$ cat src/rtl/chk_pkg.sv
// Shared types for the output checker: FSM state encoding, checkpoint entry
// layout and the per-entry field mismatch counter.
package chk_pkg;

   typedef enum logic [1:0] {
      ST_IDLE = 2'd0,
      ST_RUN  = 2'd1,
      ST_DONE = 2'd2
   } chk_state_e;

   // Cycle field is stored 32 bits wide so the struct is independent of CYC_W;
   // writers zero-extend, so the upper bits stay zero.
   typedef struct packed {
      logic [31:0] cycle;
      logic [7:0]  a;
      logic [7:0]  b;
      logic [7:0]  c;
      logic        d;
   } chk_entry_t;

   function automatic logic [2:0] mism_cnt(input chk_entry_t e,
                                           input logic [7:0] a,
                                           input logic [7:0] b,
                                           input logic [7:0] c,
                                           input logic       d);
      mism_cnt = {2'b00, (e.a != a)} + {2'b00, (e.b != b)}
               + {2'b00, (e.c != c)} + {2'b00, (e.d != d)};
   endfunction

endpackage

$ cat src/rtl/chk_table.sv
// Checkpoint register file: one synchronous write port, one asynchronous read
// port; clears to zero on reset.
module chk_table
   import chk_pkg::*;
#(
   parameter  int NUM_CHK = 4,
   localparam int IDX_W   = (NUM_CHK > 1) ? $clog2(NUM_CHK) : 1
) (
   input  logic             clk,
   input  logic             rst,
   input  logic             wr_en,
   input  logic [IDX_W-1:0] wr_idx,
   input  chk_entry_t       wr_data,
   input  logic [IDX_W-1:0] rd_idx,
   output chk_entry_t       rd_data
);

   chk_entry_t mem_r [NUM_CHK];

   // Entry storage; out-of-range write indices are dropped.
   always_ff @(posedge clk or negedge rst) begin
      if (!rst) begin
         for (int i = 0; i < NUM_CHK; i++) begin
            mem_r[i] <= '0;
         end
      end else if (wr_en && (int'(wr_idx) < NUM_CHK)) begin
         mem_r[wr_idx] <= wr_data;
      end
   end

   assign rd_data = (int'(rd_idx) < NUM_CHK) ? mem_r[rd_idx] : '0;

endmodule

$ cat config.mk
export PLATFORM = sky130hd
export DESIGN_NAME = chk_table
export DESIGN_NICKNAME = d
export VERILOG_FILES = /design/src/rtl/chk_pkg.sv /design/src/rtl/chk_table.sv
export SDC_FILE = /design/constraint.sdc
export NUM_CORES = 1
export LEC_CHECK = 0
export ABC_CLOCK_PERIOD_IN_PS = 1800
export CAP_MARGIN = 25
export CORE_MARGIN = 10
export CORE_UTILIZATION = 35
export CTS_BUF_LIST = sky130_fd_sc_hd__clkbuf_4 sky130_fd_sc_hd__clkbuf_8 sky130_fd_sc_hd__clkbuf_16
export CTS_CLUSTER_DIAMETER = 60
export DETAILED_ROUTE_END_ITERATION = 6
export PLACE_DENSITY_LB_ADDON = 0.2
export SLEW_MARGIN = 20
export SYNTH_ARGS = -nofsm -noshare
export SYNTH_HDL_FRONTEND = slang
export SYNTH_SLANG_ARGS = --single-unit
$ cat constraint.sdc
create_clock -name clk -period 1.8 [get_ports clk]
set_input_delay 0.36 -clock clk [delete_from_list [all_inputs] [get_ports clk]]
set_output_delay 0.36 -clock clk [all_outputs]
set_load 0.01 [all_outputs]
==> results.yml, run 1 <==
worst_setup_path:
  worstSetupStartpointType: "flop"
  cp_max_fo: 2
  path_class: "reg2out"
  cp-end-kind: "primary output"
  required_ns: 1.44
  cp_data_arrival_time_ns: 1.58
cells_and_area:
  nFillCells: 2407
  reg_top3: "mem_r (228)"
  drive_gt1_share_pct: 60.0
  area_delta_synth_final_pct: 30.5
  diodes: 0
  final_core_util_pct: 46.2
  nets: 776
  regMostFlops: "mem_r"
  fin_area_sq_mm: 0.0128
  stdcell_count: 1106
  largest_reg_flops: 228
power:
  vdd_drop_max_uv: 530
  p_int_mw: 11.7
  netSwitchingPower_mw: 3.63
  sw_frac_of_total_pct: 23.7
  combPwrFrac_pct: 20.5
  p_leak_nw: 5.38
  power_density_mw_per_mm2: 1200
  p_seq_share_pct: 42.9
  p_clk_share_pct: 36.6
global_routing:
  grt_pass1_wl_microns: 37100
  grt_use_total_pct: 13.2
  antenna_found_initial: 0
  grt_pass1_vias: 6427
  overflow: 0
  grt_max_degree: 58
sta:
  fin_crit_sh_pct: 108
  rsz0062_at_grt: "true"
  tightest_slew_ns: 0.496
  max_freq_mhz: 514
  setup_viol: 57
  maxSlewHeadroom_pct: 66.9
  finalHoldViolations: 0
  tns_ns: -4.50
  slew_viol_final: 0
  min_period_ns: 1.94
  fin_ws_ns: -0.145
  skew_ns: 0
  hold_ws_ns: 0.382
route:
  via_count: 5493
  drc: 0
  drt_iter0_drc: 203
  drtAntennaViolNets: 0
  wirelength_microns: 23200
  dr.pass1.iters: 4
  vias_per_cell: 4.97
  wl_per_cell_microns: 21.0
run_status:
  status: "complete, but fails checks"
  failed_checks: "negative setup slack"
clock_network:
  clk_latency_ns: 0.51
  cts_buffers: 26
  cts.htree.levels: 1
  clockBufferDepth: 3
  path_clk_slew_ns: 0.06
  cts_root_buf: "clkbuf_16"
  cts_tree: "built"
  clock_sinks: 228
synth:
  synth_cell_types: 9
  synth.cell_area_sq_mm: 0.00980
  synth_nets: 617
  ys_seq_area_share_pct: 58.2
  yosys_register_bits: 228
  synth_warnings: 0
  synthCells: 553
  post_synth.cell_area_avg_sq_um: 17.7
placement:
  dp_hpwl_microns: 15400
  dp.cells: 1045
  placed_area_sq_mm: 0.0117
  gp_congestion: 0.704
  io_buffer_count: 120
die:
  fp.dieH_microns: 187
  fp.dieW_microns: 187
  initial_core_util_pct: 35.4
  dieArea_sq_mm: 0.0351
  io_pins: 121
  core_area_sq_mm: 0.0277
  num_rows: 61
run:
  drv_cap: 0
worst_hold_path:
  hp-class: "in2async"
layout by cell type (no fill, tap or decap), drive strengths merged:
cell,count
nand3,1
buf,106
dfrtp,228
nor3b,1
clkinv,3
clkbuf,35
inv,1
mux2,228
dlygate4sd3,1
nand3b,2
clkdlybuf4s50,60
bufinv,5
mux4,57
metal layers:
| metal | share of wire (%) | vias to the layer above | track usage, % |
|---|---|---|---|
| met5 | 0 | - | 0 |
| met1 | 45 | 2947 | 17.6 |
| met3 | 5.8 | 30 | 3.43 |
| met2 | 48 | 116 | 21.5 |
| li1 | - | 2400 | - |
| met4 | 1.3 | 0 | 2.54 |
path summary, 6_finish.rpt:
check	startpoint	cells past startpoint	endpoint	slack [ns]
setup / recovery	mem_r[3]$_DFFE_PN0P_	2	rd_data[3]	-0.14
hold / removal	rst	2	mem_r[156]$_DFFE_PN0P_	0.38
setup reg to reg	mem_r[56]$_DFFE_PN0P_	3	mem_r[56]$_DFFE_PN0P_	0.80
hold reg to reg	mem_r[109]$_DFFE_PN0P_	1	mem_r[109]$_DFFE_PN0P_	0.50
max in group asynchronous	rst	3	mem_r[220]$_DFFE_PN0P_	0.78
min in group clk	mem_r[109]$_DFFE_PN0P_	1	mem_r[109]$_DFFE_PN0P_	0.50
stage by stage:
stage	worst slack, ns	total power [mW]
6_report	-0.145	15.3
5_1_grt	-0.192	16.1
4_1_cts	-0.171	15.5
3_5_place_dp	-0.388	9.70
3_3_place_gp	-0.392	9.48
2_1_floorplan	0.126	8.20
timing repair:
item	in CTS	in global routing
buffers inserted	10	6
gates resized for setup	272	11
cloned	0	0
hold endpoints to repair	49	0
endpoints found under the setup margin	57	57
hold buffers	1	0
area by class of cell:
cell class / count / area, sq um / share of cell area, %
sequential: 228 / 5710 / 44.6
multi-input combinational: 289 / 3900 / 30.5
timing repair buffer: 167 / 1790 / 14.0
clock buffer: 35 / 742 / 5.80
tap: 378 / 473 / 3.70
clock inverter: 9 / 176 / 1.38
worst max-delay path, stage by stage, from the launching register on:
cell     delay [ns]
dfrtp_1        0.38
mux4_2         0.54
buf_6          0.15
synth_stat cells:
master    count  area, sq um
dfrtp_1     228         5710
mux2_2      228         2570
mux4_2       57         1280
buf_2        19         95.1
buf_4        14          105
clkbuf_1      3         11.3
nand3b_1      2         15.0
nand3_1       1         5.00
nor3b_2       1         12.5
cell families after synthesis:
family,synth area share [%]
simple gates,0.332
flops,58.2
buf+inv,2.16
mux,39.3
power groups by stage:
stage                     Sequential [mW]  Combinational (mW)  Clock [mW]
after floorplan                      6.47                1.73           0
after global placement               6.55                2.93           0
after detailed placement             6.67                3.03           0
after CTS                            6.57                3.11        5.79
after global routing                 6.68                3.38        6.02
final                                6.57                3.14        5.61
(Power assumes the default switching activity.)
==> run 2: changes to the inputs <==
Settings changed: ABC_CLOCK_PERIOD_IN_PS 1800 to default.
Clock period 1.8 ns to 1.7 ns, I/O delays scaled along.
==> run 2 against run 1 <==
Net effect:
- the flow still finishes with violations (negative setup slack)
- combinational power increased by 6.4%
- hold slack got worse by 0.038 ns
- first-iteration DRC count shrank 16%
- final cell count up 1.1%
- via count is 0.18% higher
- sequential cell count stayed put
==> results.yml, run 2 (same netlist as run 1, synthesis figures left out) <==
run_status:
  status: "complete, but fails checks"
  failed_checks: "negative setup slack"
worst_hold_path:
  hp-class: "in2async"
placement:
  dp_hpwl_microns: 14800
  io_buffer_count: 120
  dp.cells: 1048
  place_ws_ns: -0.486
  gp_congestion: 0.704
clock_network:
  clock_sinks: 228
  cts_tree: "built"
  cts_root_buf: "clkbuf_16"
  clk_latency_ns: 0.53
  cts.htree.levels: 1
  path_clk_slew_ns: 0.06
  cts_buffers: 28
  clockBufferDepth: 3
global_routing:
  grt_use_total_pct: 13.0
  antenna_found_initial: 2
  grt_max_degree: 60
  grt_pass1_wl_microns: 36800
  grt_pass1_vias: 6534
  overflow: 0
route:
  vias_per_cell: 4.92
  dr.pass1.iters: 4
  drtAntennaViolNets: 0
  drt_iter0_drc: 170
  wl_per_cell_microns: 20.4
  via_count: 5503
  drc: 0
  wirelength_microns: 22800
sta:
  max_freq_mhz: 518
  slew_viol_final: 0
  maxSlewHeadroom_pct: 67.5
  skew_ns: 0
  tightest_slew_ns: 0.487
  min_period_ns: 1.93
  rsz0062_at_grt: "true"
  finalHoldViolations: 0
  fin_crit_sh_pct: 114
  fin_ws_ns: -0.230
  setup_viol: 57
  hold_ws_ns: 0.344
die:
  initial_core_util_pct: 35.4
  io_pins: 121
  core_area_sq_mm: 0.0277
  dieArea_sq_mm: 0.0351
  fp.dieH_microns: 187
  fp.dieW_microns: 187
  num_rows: 61
worst_setup_path:
  ff2ff_path_depth: 3
  reg2reg_to: "mem_r[53]$_DFFE_PN0P_"
  crit_path_max_incr_delay_ns: 0.53
  r2r_start: "mem_r[53]$_DFFE_PN0P_"
  required_ns: 1.36
  path_class: "reg2out"
  crit_start: "mem_r[3]$_DFFE_PN0P_"
  ff2ff_setup_slack_ns: 0.70
  slowest_stage: "mux4_2"
  cp_max_fo: 2
  worstSetupStartpointType: "flop"
  cp_data_arrival_time_ns: 1.59
  cp-end-kind: "primary output"
  critPathBufInv: 1
  crit_family: "multiplexers"
  path_cells: "mux4_2 > buf_6"
power:
  vdd_drop_max_uv: 718
  finalPower_mw: 16.1
  p_leak_nw: 5.41
  power_density_mw_per_mm2: 1250
run:
  drv_cap: 0
cells_and_area:
  area_delta_synth_final_pct: 31.1
  regMostFlops: "mem_r"
  largest_reg_flops: 228
  nets: 784
  stdcell_count: 1118
  final_cell_mix: "mux2_2 (228), dfrtp_1 (228), clkdlybuf4s50_1 (60)"
  diodes: 0
  nFillCells: 2374
  reg_top3: "mem_r (228)"
  drive_gt1_share_pct: 60.7
## run 2: changes by cell type in the layout (fill, tap and decap cells not counted)
cell / delta
buf_12: -1
clkbuf_8: +5
inv_6: +1
buf_2: -2
clkinvlp_4: +3
buf_4: +7
clkbuf_4: -5
clkbuf_16: +2
buf_6: +2
bufinv_16: -4
clkinv_2: +4
## run 2: layer usage
layer / share of wire (%) / up-vias / GRT usage, %
met3: 5.8 / 37 / 3.60
met5: 0.057 / - / 0
met4: 1.5 / 2 / 2.51
met1: 45 / 2938 / 16.9
met2: 47 / 103 / 21.2
li1: - / 2423 / -
## run 2: per-stage QoR
step | util (%) | area, sq um | TNS [ns]
3_5_place_dp | 42.3 | 11700 | -76.83
5_1_grt | 46.4 | 12900 | -12.46
4_1_cts | 46.0 | 12700 | -11.36
6_report | 46.4 | 12900 | -9.66
2_1_floorplan | - | 9800 | 0
3_3_place_gp | 42.3 | 11700 | -72.44
## run 2: timing repair
action                     CTS  global route
setup endpoints to repair   57            57
gates resized for setup    274             8
hold endpoints to repair    47             0
pin swaps                    0             0
buffers inserted             9            10
hold buffers                 1             0
## run 2: worst max-delay path by stage
| stage | end | slack, ns | cells past startpoint |
|---|---|---|---|
| 2_1_floorplan | rd_data[14] | 0.07 | 3 |
| 3_3_place_gp | rd_data[35] | -0.47 | 4 |
| 3_5_place_dp | rd_data[36] | -0.49 | 4 |
| 4_1_cts | rd_data[3] | -0.26 | 2 |
| 5_1_grt | rd_data[3] | -0.29 | 2 |
| 6_report | rd_data[3] | -0.23 | 2 |
## run 2: power breakdown
group / internal (mW) / leakage (nW) / total, mW / switching [mW]
clock network: 3.55 / 0.462 / 5.81 / 2.26
registers: 6.46 / 2.70 / 6.95 / 0.488
logic: 2.15 / 2.25 / 3.34 / 1.19
total: 12.2 / 5.41 / 16.1 / 3.94
## run 2: layout make-up
class / count / area (sq um) / share of cell area (%)
multi-input cells: 289 / 3900 / 30.4
clock buffers: 37 / 823 / 6.41
well taps: 378 / 473 / 3.68
repair buffers: 173 / 1840 / 14.3
clock inverters: 13 / 108 / 0.837
flip-flops and latches: 228 / 5710 / 44.4
==> run 3: changes to the inputs <==
Settings changed: CORE_UTILIZATION 35 to 50.
==> run 3 against run 2 <==
Net effect:
- the flow still finishes with violations (negative setup slack)
- die area decreased by 27%
- clock power decreased by 11%
- global-route usage increased by 4.1 points
- clock skew unchanged
- worst setup slack improved by 0.027 ns
- final area decreased by 1.6%
- utilization increased by 19 points
- largest cell class unchanged
- register-to-register slack about the same
- critical path type unchanged
==> results.yml, run 3 (same netlist as run 1, synthesis figures left out) <==
worst_setup_path:
  cp-end-kind: "primary output"
  worstSetupStartpointType: "flop"
  required_ns: 1.36
  crit_path_max_incr_delay_ns: 0.53
  critPathBufInv: 1
  path_cells: "mux4_2 > buf_6"
  slowest_stage: "mux4_2"
  path_class: "reg2out"
  crit_family: "multiplexers"
  cp_data_arrival_time_ns: 1.56
  cp_max_fo: 2
sta:
  setup_viol: 57
  slew_viol_final: 0
  skew_ns: 0
  tightest_slew_ns: 0.365
  fin_ws_ns: -0.203
  max_freq_mhz: 525
  fin_crit_sh_pct: 112
  rsz0062_at_grt: "true"
  maxSlewHeadroom_pct: 75.6
  min_period_ns: 1.90
  finalHoldViolations: 0
power:
  netSwitchingPower_mw: 3.74
  p_clk_share_pct: 33.4
  p_seq_share_pct: 44.8
  power_density_mw_per_mm2: 1230
  vdd_drop_max_uv: 1010
  p_leak_nw: 5.38
  p_int_mw: 11.8
  sw_frac_of_total_pct: 24.1
  combPwrFrac_pct: 21.8
global_routing:
  grt_pass1_vias: 6396
  grt_max_degree: 62
  grt_use_total_pct: 17.0
  grt_pass1_wl_microns: 35400
  overflow: 0
  antenna_found_initial: 1
cells_and_area:
  final_core_util_pct: 65.2
  diodes: 0
  stdcell_count: 1002
  regMostFlops: "mem_r"
  area_delta_synth_final_pct: 29.1
  nets: 783
  largest_reg_flops: 228
  reg_top3: "mem_r (228)"
  fin_area_sq_mm: 0.0126
  drive_gt1_share_pct: 60.5
  final_cell_mix: "mux2_2 (228), dfrtp_1 (228), clkdlybuf4s50_1 (60)"
route:
  wl_per_cell_microns: 21.7
  drc: 0
  dr.pass1.iters: 4
  wirelength_microns: 21800
  via_count: 5531
  drt_iter0_drc: 189
  vias_per_cell: 5.52
  drtAntennaViolNets: 0
placement:
  gp_congestion: 0.745
  dp_hpwl_microns: 14400
  placed_area_sq_mm: 0.0116
  dp.cells: 934
  io_buffer_count: 120
clock_network:
  clock_sinks: 228
  cts_root_buf: "clkbuf_16"
  clockBufferDepth: 3
  cts_buffers: 25
  cts_tree: "built"
  clk_latency_ns: 0.51
  cts.htree.levels: 1
  path_clk_slew_ns: 0.06
die:
  num_rows: 51
  initial_core_util_pct: 50.5
  fp.dieW_microns: 160
  fp.dieH_microns: 160
  core_area_sq_mm: 0.0194
  io_pins: 121
  dieArea_sq_mm: 0.0256
run_status:
  failed_checks: "negative setup slack"
  status: "complete, but fails checks"
worst_hold_path:
  hp-class: "in2async"
run:
  drv_cap: 0
[run 3: changes by cell type in the layout (fill, tap and decap cells not counted), sizes merged]
cell and change:
clkbuf +5, clkinv -5, inv -2, bufinv -1
buf +2, clkinvlp -2
[run 3: area by class of cell]
cell class	instances	area [sq um]
fill	1387	6750
tap	265	332
sequential	228	5710
clock inverter	3	21.3
clock buffer	42	785
timing repair buffer	175	1900
multi-input combinational	289	3900
[run 3: power by group through the flow]
stage	Sequential (mW)	Clock [mW]	Combinational, mW
3_5_place_dp	7.06	0	3.17
5_1_grt	7.08	5.55	3.65
3_3_place_gp	6.95	0	3.07
6_report	6.96	5.18	3.39
2_1_floorplan	6.85	0	1.83
4_1_cts	6.96	5.31	3.30
[run 3: repair_timing]
| item | CTS | global route |
|---|---|---|
| gates resized for setup | 277 | 12 |
| hold endpoints to repair | 27 | 0 |
| cloned | 0 | 0 |
| setup buffers | 11 | 11 |
| endpoints found under the setup margin | 57 | 57 |
| hold buffers | 1 | 0 |
[run 3: metrics by stage]
step	setup slack, ns	hold WS, ns	TNS [ns]	power (mW)
floorplan	0.0655	0.0444	0	8.68
CTS	-0.217	0.288	-9.74	15.6
global route	-0.244	0.301	-11.19	16.3
global placement	-0.441	0.228	-73.40	10.0
finish	-0.203	0.286	-8.44	15.5
detailed placement	-0.453	0.232	-79.79	10.2
[run 3: worst paths after layout]
path	start	to	slack, ns	depth (start not counted)
setup reg to reg	mem_r[52]$_DFFE_PN0P_	mem_r[52]$_DFFE_PN0P_	0.69	3
hold reg to reg	mem_r[84]$_DFFE_PN0P_	mem_r[84]$_DFFE_PN0P_	0.50	1
hold / removal	rst	mem_r[134]$_DFFE_PN0P_	0.29	2
min in group clk	mem_r[84]$_DFFE_PN0P_	mem_r[84]$_DFFE_PN0P_	0.50	1
setup / recovery	mem_r[30]$_DFFE_PN0P_	rd_data[30]	-0.20	2
max in group asynchronous	rst	mem_r[12]$_DFFE_PN0P_	0.78	3
[run 3: worst reg2reg max path, stage by stage (launching register included)]
cell	delay, ns
dfrtp_1	0.37
buf_4	0.13
buf_4	0.12
mux2_2	0.26
[run 3: layer usage]
layer	vias up	part of all wire [%]	routed length, microns	track usage (%)
li1	2421	-	-	-
met1	2962	42	9160	21.6
met2	116	51	11100	28.9
met3	30	5.2	1120	4.09
met4	2	1.5	319	3.88
met5	-	0.060	13	0
